`config.mk`:
```
export PLATFORM = sky130hd
export DESIGN_NAME = gem_roll_wg_sched
export DESIGN_NICKNAME = d
export VERILOG_FILES = /design/src/rtl/gem_roll_wg_sched.sv
export SDC_FILE = /design/constraint.sdc
export NUM_CORES = 1
export LEC_CHECK = 0
export CORE_ASPECT_RATIO = 1.5
export CORE_UTILIZATION = 41
export DETAILED_ROUTE_END_ITERATION = 10
export PLACE_DENSITY = 0.68
export SLEW_MARGIN = 30
export SYNTH_ARGS = -nofsm -noshare
export SYNTH_HDL_FRONTEND = slang
export SYNTH_SLANG_ARGS = --single-unit
```
`constraint.sdc`:
```
create_clock -name clock -period 3.45 [get_ports clock]
set_clock_uncertainty 0.2 [all_clocks]
set_input_delay 0.345 -clock clock [delete_from_list [all_inputs] [get_ports clock]]
set_output_delay 0.345 -clock clock [all_outputs]
set_load 0.01 [all_outputs]
```
`src/rtl/gem_roll_wg_sched.sv`:
```
// Batch sequencer for GEM roll -> CSC wiregroup lookups through a dual-port ROM.
// Issues up to two lookups per cycle (lowest pending pair) and captures the registered ROM data.
module gem_roll_wg_sched #(
  parameter int unsigned NCLUST = 8,
  parameter int unsigned MXADRB = 3,
  parameter int unsigned MXDATB = 7,
  parameter int unsigned WG_MAX = 48
) (
  input  logic                     clock,
  input  logic                     reset_n,
  input  logic                     start,
  input  logic [NCLUST-1:0]        clust_vld,
  input  logic [NCLUST*MXADRB-1:0] clust_roll,
  output logic [MXADRB-1:0]        rom_adr0,
  output logic [MXADRB-1:0]        rom_adr1,
  input  logic [MXDATB-1:0]        rom_rd0,
  input  logic [MXDATB-1:0]        rom_rd1,
  output logic [NCLUST*MXDATB-1:0] wg_out,
  output logic [NCLUST-1:0]        wg_vld,
  output logic                     done,
  output logic                     busy,
  output logic                     start_err,
  output logic                     range_err
);

  localparam int unsigned IW = (NCLUST > 1) ? $clog2(NCLUST) : 1;
  localparam logic [MXDATB-1:0] WG_LIM = MXDATB'(WG_MAX);

  typedef enum logic [1:0] {StIdle, StIssue, StDrain} state_e;

  state_e                     state_q, state_d;
  logic [NCLUST-1:0]          pend_q, pend_d;
  logic [NCLUST*MXADRB-1:0]   roll_q, roll_d;
  logic                       t0v_q, t0v_d, t1v_q, t1v_d;
  logic [IW-1:0]              t0i_q, t0i_d, t1i_q, t1i_d;
  logic [NCLUST*MXDATB-1:0]   wg_q, wg_d;
  logic [NCLUST-1:0]          vld_q, vld_d;
  logic                       done_q, done_d;
  logic                       serr_q, serr_d;
  logic                       rerr_q, rerr_d;

  logic          has_a, has_b;
  logic [IW-1:0] sel_a, sel_b;

  // Lowest and next-lowest pending slots.
  always_comb begin
    has_a = 1'b0;
    has_b = 1'b0;
    sel_a = '0;
    sel_b = '0;
    for (int unsigned i = 0; i < NCLUST; i++) begin
      if (pend_q[i]) begin
        if (!has_a) begin
          has_a = 1'b1;
          sel_a = IW'(i);
        end else if (!has_b) begin
          has_b = 1'b1;
          sel_b = IW'(i);
        end
      end
    end
  end

  always_comb begin
    rom_adr0 = '0;
    rom_adr1 = '0;
    if (state_q == StIssue) begin
      rom_adr0 = roll_q[sel_a*MXADRB +: MXADRB];
      if (has_b) rom_adr1 = roll_q[sel_b*MXADRB +: MXADRB];
    end
  end

  always_comb begin
    state_d = state_q;
    pend_d  = pend_q;
    roll_d  = roll_q;
    t0v_d   = 1'b0;
    t0i_d   = '0;
    t1v_d   = 1'b0;
    t1i_d   = '0;
    wg_d    = wg_q;
    vld_d   = vld_q;
    rerr_d  = rerr_q;
    done_d  = 1'b0;
    serr_d  = start && (state_q != StIdle);

    // Out-of-range words are clamped and left invalid.
    if (t0v_q) begin
      if (rom_rd0 > WG_LIM) begin
        wg_d[t0i_q*MXDATB +: MXDATB] = WG_LIM;
        rerr_d = 1'b1;
      end else begin
        wg_d[t0i_q*MXDATB +: MXDATB] = rom_rd0;
        vld_d[t0i_q] = 1'b1;
      end
    end
    if (t1v_q) begin
      if (rom_rd1 > WG_LIM) begin
        wg_d[t1i_q*MXDATB +: MXDATB] = WG_LIM;
        rerr_d = 1'b1;
      end else begin
        wg_d[t1i_q*MXDATB +: MXDATB] = rom_rd1;
        vld_d[t1i_q] = 1'b1;
      end
    end

    unique case (state_q)
      StIdle: begin
        if (start) begin
          pend_d  = clust_vld;
          roll_d  = clust_roll;
          wg_d    = '0;
          vld_d   = '0;
          rerr_d  = 1'b0;
          state_d = (|clust_vld) ? StIssue : StDrain;
        end
      end
      StIssue: begin
        pend_d[sel_a] = 1'b0;
        if (has_b) pend_d[sel_b] = 1'b0;
        t0v_d = has_a;
        t0i_d = sel_a;
        t1v_d = has_b;
        t1i_d = has_b ? sel_b : '0;
        if (pend_d == '0) state_d = StDrain;
      end
      StDrain: begin
        state_d = StIdle;
        done_d  = 1'b1;
      end
      default: state_d = StIdle;
    endcase
  end

  always_ff @(posedge clock or negedge reset_n) begin
    if (!reset_n) begin
      state_q <= StIdle;
      pend_q  <= '0;
      roll_q  <= '0;
      t0v_q   <= 1'b0;
      t0i_q   <= '0;
      t1v_q   <= 1'b0;
      t1i_q   <= '0;
      wg_q    <= '0;
      vld_q   <= '0;
      done_q  <= 1'b0;
      serr_q  <= 1'b0;
      rerr_q  <= 1'b0;
    end else begin
      state_q <= state_d;
      pend_q  <= pend_d;
      roll_q  <= roll_d;
      t0v_q   <= t0v_d;
      t0i_q   <= t0i_d;
      t1v_q   <= t1v_d;
      t1i_q   <= t1i_d;
      wg_q    <= wg_d;
      vld_q   <= vld_d;
      done_q  <= done_d;
      serr_q  <= serr_d;
      rerr_q  <= rerr_d;
    end
  end

  assign wg_out    = wg_q;
  assign wg_vld    = vld_q;
  assign done      = done_q;
  assign busy      = (state_q != StIdle);
  assign start_err = serr_q;
  assign range_err = rerr_q;

endmodule

```
; ---- Word-level counts from Yosys, hierarchy flattened
; Cells that the tools add are included.
[totals]
word_cells = 162
out_inout_bits = 74
input_bits = 49
register_bits = 109
[op_classes]
reduce_logical = 13
n_eq_ne = 4
n_bitwise = 6
n_mul = 4
muxes = 103
n_shift = 8
n_lt_le_gt_ge = 10
addsub = 2
[op_table]
columns = op, count
row1 = 56-bit 2-to-1 mux, 6
row2 = 56-bit bitwise mux, 4
row3 = 7-bit by 34-bit variable shift with 56-bit output (first input constant), 2
row4 = 7-bit by 34-bit indexed part select with 56-bit output, 2
row5 = 7-bit by 34-bit indexed part select with 56-bit output (first input constant), 2
row6 = 3-bit 2-to-1 mux, 36
row7 = 8-bit 2-to-1 mux, 9
row8 = 6-bit negator with 34-bit output, 2
row9 = 24-bit by 6-bit indexed part select with 3-bit output, 2
row10 = 1-bit 2-to-1 mux, 39
row11 = 8-bit AND, 2
row12 = 3-bit by 4-bit < comparator with 1-bit output (second input constant), 4
row13 = 8-bit inverter, 2
row14 = 8-bit bitwise OR, 2
row15 = 8-bit case mux with 2 select lines, 1
row16 = 7-bit by 6-bit greater-than comparator with 1-bit output (second input constant), 2
row17 = 1-bit demux with 3-bit select, 4
row18 = 3-bit by 1-bit greater-or-equal comparator with 1-bit output (second input constant), 4
row19 = 3-bit by 3-bit multiplier with 6-bit output (second input constant), 2
row20 = 3-bit by 2-bit multiplier with 5-bit output (second input constant), 2
row21 = 8-bit logical NOT, 1
row22 = 8-bit OR reduction, 1
row23 = 2-bit 2-to-1 mux, 3
row24 = 2-bit AND reduction, 3
row25 = 8 further kinds, 13

; ---- Logic depth before layout (Yosys ltp)
[depth]
depth_word = 32
depth_mapped = 11
depth_no_buf = 9

; ---- Worst setup path after synthesis
; OpenSTA, ideal clock, no wires.
[synth_path]
path_kind = reg2out
from = register pend_q[0]
to = output rom_adr1[1]
n_path_buf = 1
path_stages_with_launch = 11
arrival_time_ns = 2.883
setup_slack_ns = 0.022
t_required_ns = 2.905
cell_sequence = dfrtp_1 -> inv_1 -> ha_1 -> buf_2 -> and4bb_2 -> or3_4 -> a311oi_1 -> nor2_1 -> a21oi_4 -> mux2_2 -> a2111oi_2
[synth_between]
elab_chain_len = 25
word_cells_on_any_way = 45
cone_classes = mul (1) / shift (1) / mux (43)
[synth_lines]
columns = element, line_no
row1 = from (decl), 32  ; logic [NCLUST-1:0] pend_q, pend_d;
row2 = from (signal assigned), 151  ; pend_q <= pend_d;
row3 = 1-bit 2-to-1 mux (*), 52  ; if (pend_q[i]) begin
row4 = 1-bit 2-to-1 mux, 53  ; if (!has_a) begin
row5 = 1-bit 2-to-1 mux, 52
row6 = 3-bit 2-to-1 mux, 56  ; end else if (!has_b) begin
row7 = 3-bit 2-to-1 mux, 53
row8 = 3-bit 2-to-1 mux, 52
row9 = 3-bit 2-to-1 mux, 56
row10 = 3-bit 2-to-1 mux, 53
row11 = [... 9 more ...], --
row12 = 3-bit 2-to-1 mux, 52
row13 = 3-bit 2-to-1 mux, 56
row14 = 3-bit 2-to-1 mux, 53
row15 = 3-bit 2-to-1 mux, 52
row16 = 3-bit by 2-bit multiplier with 5-bit output, 69  ; if (has_b) rom_adr1 = roll_q[sel_b*MXADRB +: MXADRB];
row17 = 24-bit by 6-bit indexed part select with 3-bit output, 69
row18 = 3-bit 2-to-1 mux (*), 69
row19 = 3-bit 2-to-1 mux (*), 67  ; if (state_q == StIssue) begin
row20 = to (decl), 15  ; output logic [MXADRB-1:0] rom_adr1,
; Every way passes the cells marked *; elsewhere a longest branch is shown, timed or not.

; ---- Worst setup path after layout
[layout_path]
from = register pend_q[1]
to = output rom_adr1[2]
[layout_between]
elab_chain_len = 23
word_cells_on_any_way = 42
cone_classes = mul (1) / shift (1) / mux (40)
[layout_lines]
columns = element, line_no
row1 = 1-bit 2-to-1 mux, 52
row2 = 3-bit 2-to-1 mux, 56
row3 = 3-bit 2-to-1 mux, 53
row4 = 3-bit 2-to-1 mux, 52
row5 = 3-bit 2-to-1 mux, 56
row6 = 3-bit 2-to-1 mux, 53
row7 = 3-bit 2-to-1 mux, 52
row8 = 3-bit 2-to-1 mux, 56
row9 = [... 7 more ...], --
row10 = 3-bit 2-to-1 mux, 52
row11 = 3-bit 2-to-1 mux, 56
row12 = 3-bit 2-to-1 mux, 53
row13 = 3-bit 2-to-1 mux, 52
row14 = 3-bit by 2-bit multiplier with 5-bit output, 69
row15 = 24-bit by 6-bit indexed part select with 3-bit output, 69
row16 = 3-bit 2-to-1 mux (*), 69
row17 = 3-bit 2-to-1 mux (*), 67
; Marked as above.

==> impl_metrics.toml <==
[status]
outcome = "complete, but fails checks"
violations = "setup timing"

[worst_hold_path]
hp-start = "wg_out[13]"
worstHoldPathType = "reg2reg"

[global_route]
antenna_found_initial = 0
grt_usage_pct = 28.8
grt_pass1_vias = 6873
grt_overflow = 0
grt_pass1_wl_um = 36400
grt_max_degree = 53

[clock_tree]
clkSinkCount = 109
clk_pin_slew_ns = 0.08
clock_latency_ns = 0.35
clock_tree.root_cell = "clkbuf_16"
clk_path_buf_depth = 2
numCtsBuffers = 9
cts_htree_levels = 3
cts_tree = "yes"

[layout]
diodes = 0
num-fill-cells = 1364
fin_cells = 1188
drive_above_1_share_pct = 17.9
final_core_util_pct = 59.9
final_cell_mix = "nand2_1 (144), clkdlybuf4s50_1 (115), dfrtp_1 (109), nor2_1 (108), buf_4 (102)"
layout.nets = 1046
area_growth_pct = 42.1
final_common_cell = "nand2_1"

[placement]
place_congestion = 0.959
dpl.hpwl_um = 16900
pre_cts_ws_ns = -0.456
portBuffers = 122
dp_cells = 1147

[synth]
async_reset_ff_share_pct = 100
yosysSeqAreaShare_pct = 42.5
synth_warnings = 0
ys.flop_type = "dfrtp_1"
syn_area_per_cell_um2 = 8.15
synth_edf_count = 0
synthDistinctLibCells = 66
synth_nets = 849
syn_area_um2 = 6410
synth-seq-cells = 109
syn_inst = 787

[power]
leakagePower_nw = 3.99
peakVddDrop_uv = 658
intPower_mw = 4.88
combinationalPowerShare_pct = 63.2
power.density_nw_per_um2 = 942
p_sw_mw = 3.70
pwr-share-clk_pct = 13.1
power_frac_seq_pct = 23.7
total_power_mw = 8.58
swShare_pct = 43.1

[floorplan]
pin_count = 123
start_util_pct = 42.2
row_count = 55
core_um2 = 15200
die_w_um = 104
fp.dieH_um = 155
dieArea_um2 = 16200

[timing]
max_freq_mhz = 262
hold_viol_final = 0
hold_ws_ns = 0.307
rsz0062_at_grt = "true"
tightest_slew_ns = 0.705
fin_crit_ns = 3.81
setup_viol = 3
slew_headroom_pct = 53.0
finalWorstSetupSlack_ns = -0.364
fin_crit_sh_pct = 111
drv_slew = 0

[worst_setup_path]
reg2reg_from = "pend_q[1]"
worstPathRequired_ns = 2.90
worstSetupEndpointType = "output port"
crit_arrival_ns = 3.27
cp_max_fo = 5
critPathLaunch = "pend_q[1]"
crit_type = "reg2out"
start_kind = "flop"

[route]
ant_nets = 0
drtIter0Drc = 267
wl_um = 22800
drc = 0
wl_per_cell_um = 19.2
via_per_inst = 5.72
first_pass_iters = 5
vias = 6797

[job]
cap_violations = 0
cells by family (layout without fill, tap and decap cells):
| group | Yosys count | count (layout) | synth area share (%) |
|---|---|---|---|
| compound gates | 209 | 209 | 21.6 |
| xor+xnor | 4 | 4 | 0.546 |
| fa+ha+maj | 13 | 13 | 2.54 |
| buf+inv | 67 | 269 | 4.10 |
| flops | 109 | 109 | 42.5 |
| mux | 19 | 19 | 3.04 |
| simple gates | 366 | 366 | 25.7 |
timing repair:
action / CTS / global route
pin swaps: 17 / 18
gates cloned: 0 / 0
gates resized for setup: 50 / 26
buffers inserted: 15 / 10
hold buffers: 1 / 0
hold endpoints to repair: 51 / 0
setup endpoints to repair: 6 / 8
stage by stage:
step / setup TNS (ns) / cell area (µm²)
3_5_place_dp: -1.11 / 8360
4_1_cts: -0.660 / 8960
3_3_place_gp: -1.05 / 8360
6_report: -0.737 / 9110
5_1_grt: -1.27 / 9110
2_1_floorplan: 0 / 6410
power groups by stage:
stage | sequential, mW | clock [mW] | combinational (mW)
floorplan | 1.99 | 0 | 2.39
global placement | 2.03 | 0 | 4.52
detailed placement | 2.04 | 0 | 4.55
CTS | 2.02 | 1.14 | 5.04
global route | 2.08 | 1.20 | 5.82
finish | 2.03 | 1.12 | 5.43
path summary, 6_finish.rpt:
check,slack [ns],cells after the start,to
min in group asynchronous,0.37,2,wg_out[9]
max reg2reg,0.07,17,state_q[0]
min,0.31,2,wg_out[13]
max in group asynchronous,1.78,4,wg_out[32]
min reg2reg,0.31,2,wg_out[13]
max,-0.36,11,rom_adr1[2]
routing by layer:
layer,track usage [%],routed length [µm],vias up
met5,0,0,-
met4,18.8,1430,0
met3,3.31,909,94
met2,53.4,12200,259
met1,30.7,8220,3250
li1,-,-,3194
sequential cells by signal, indices dropped and copies added (netlist names), 2 cells and up:
name	count
roll_q	24
t1i_q	3
state_q	2
wg_vld	8
wg_out	56
t0i_q	3
pend_q	8
synthesized netlist by cell type, types with 9 or more instances:
library cell  number  area [µm²]
o21ai_0           46         230
ha_1              13         163
dfrtp_1          109        2730
mux2i_1           15         150
nand2_1          146         548
and3_1             9        56.3
nand2b_1          10        62.6
a211oi_1          17         128
nor2_1           110         413
a31oi_1           11        68.8
nand3_1           26         130
a21oi_1           52         260
nor3_1            16        80.1
inv_1             17        63.8
o211ai_1          18         135
clkbuf_1          44         165
critical path, cell delays in order (launching register included):
cell	delay (ns)
dfrtp_1	0.40
inv_2	0.09
ha_4	0.16
or4b_4	0.49
buf_6	0.14
o22a_1	0.18
a31o_4	0.24
a211oi_4	0.37
a2111oi_4	0.13
mux2_4	0.29
a221o_1	0.29
buf_2	0.14
cell type report:
class                      instances  area (µm²)  area share, %
timing repair buffer             235        2100           23.0
sequential                       109        2730           29.9
clock buffer                      11         253           2.77
inverter                          18        67.6          0.741
tap                              199         249           2.73
clock inverter                     5        67.6          0.741
multi-input combinational        611        3650           40.1
(Power assumes the default switching activity.)
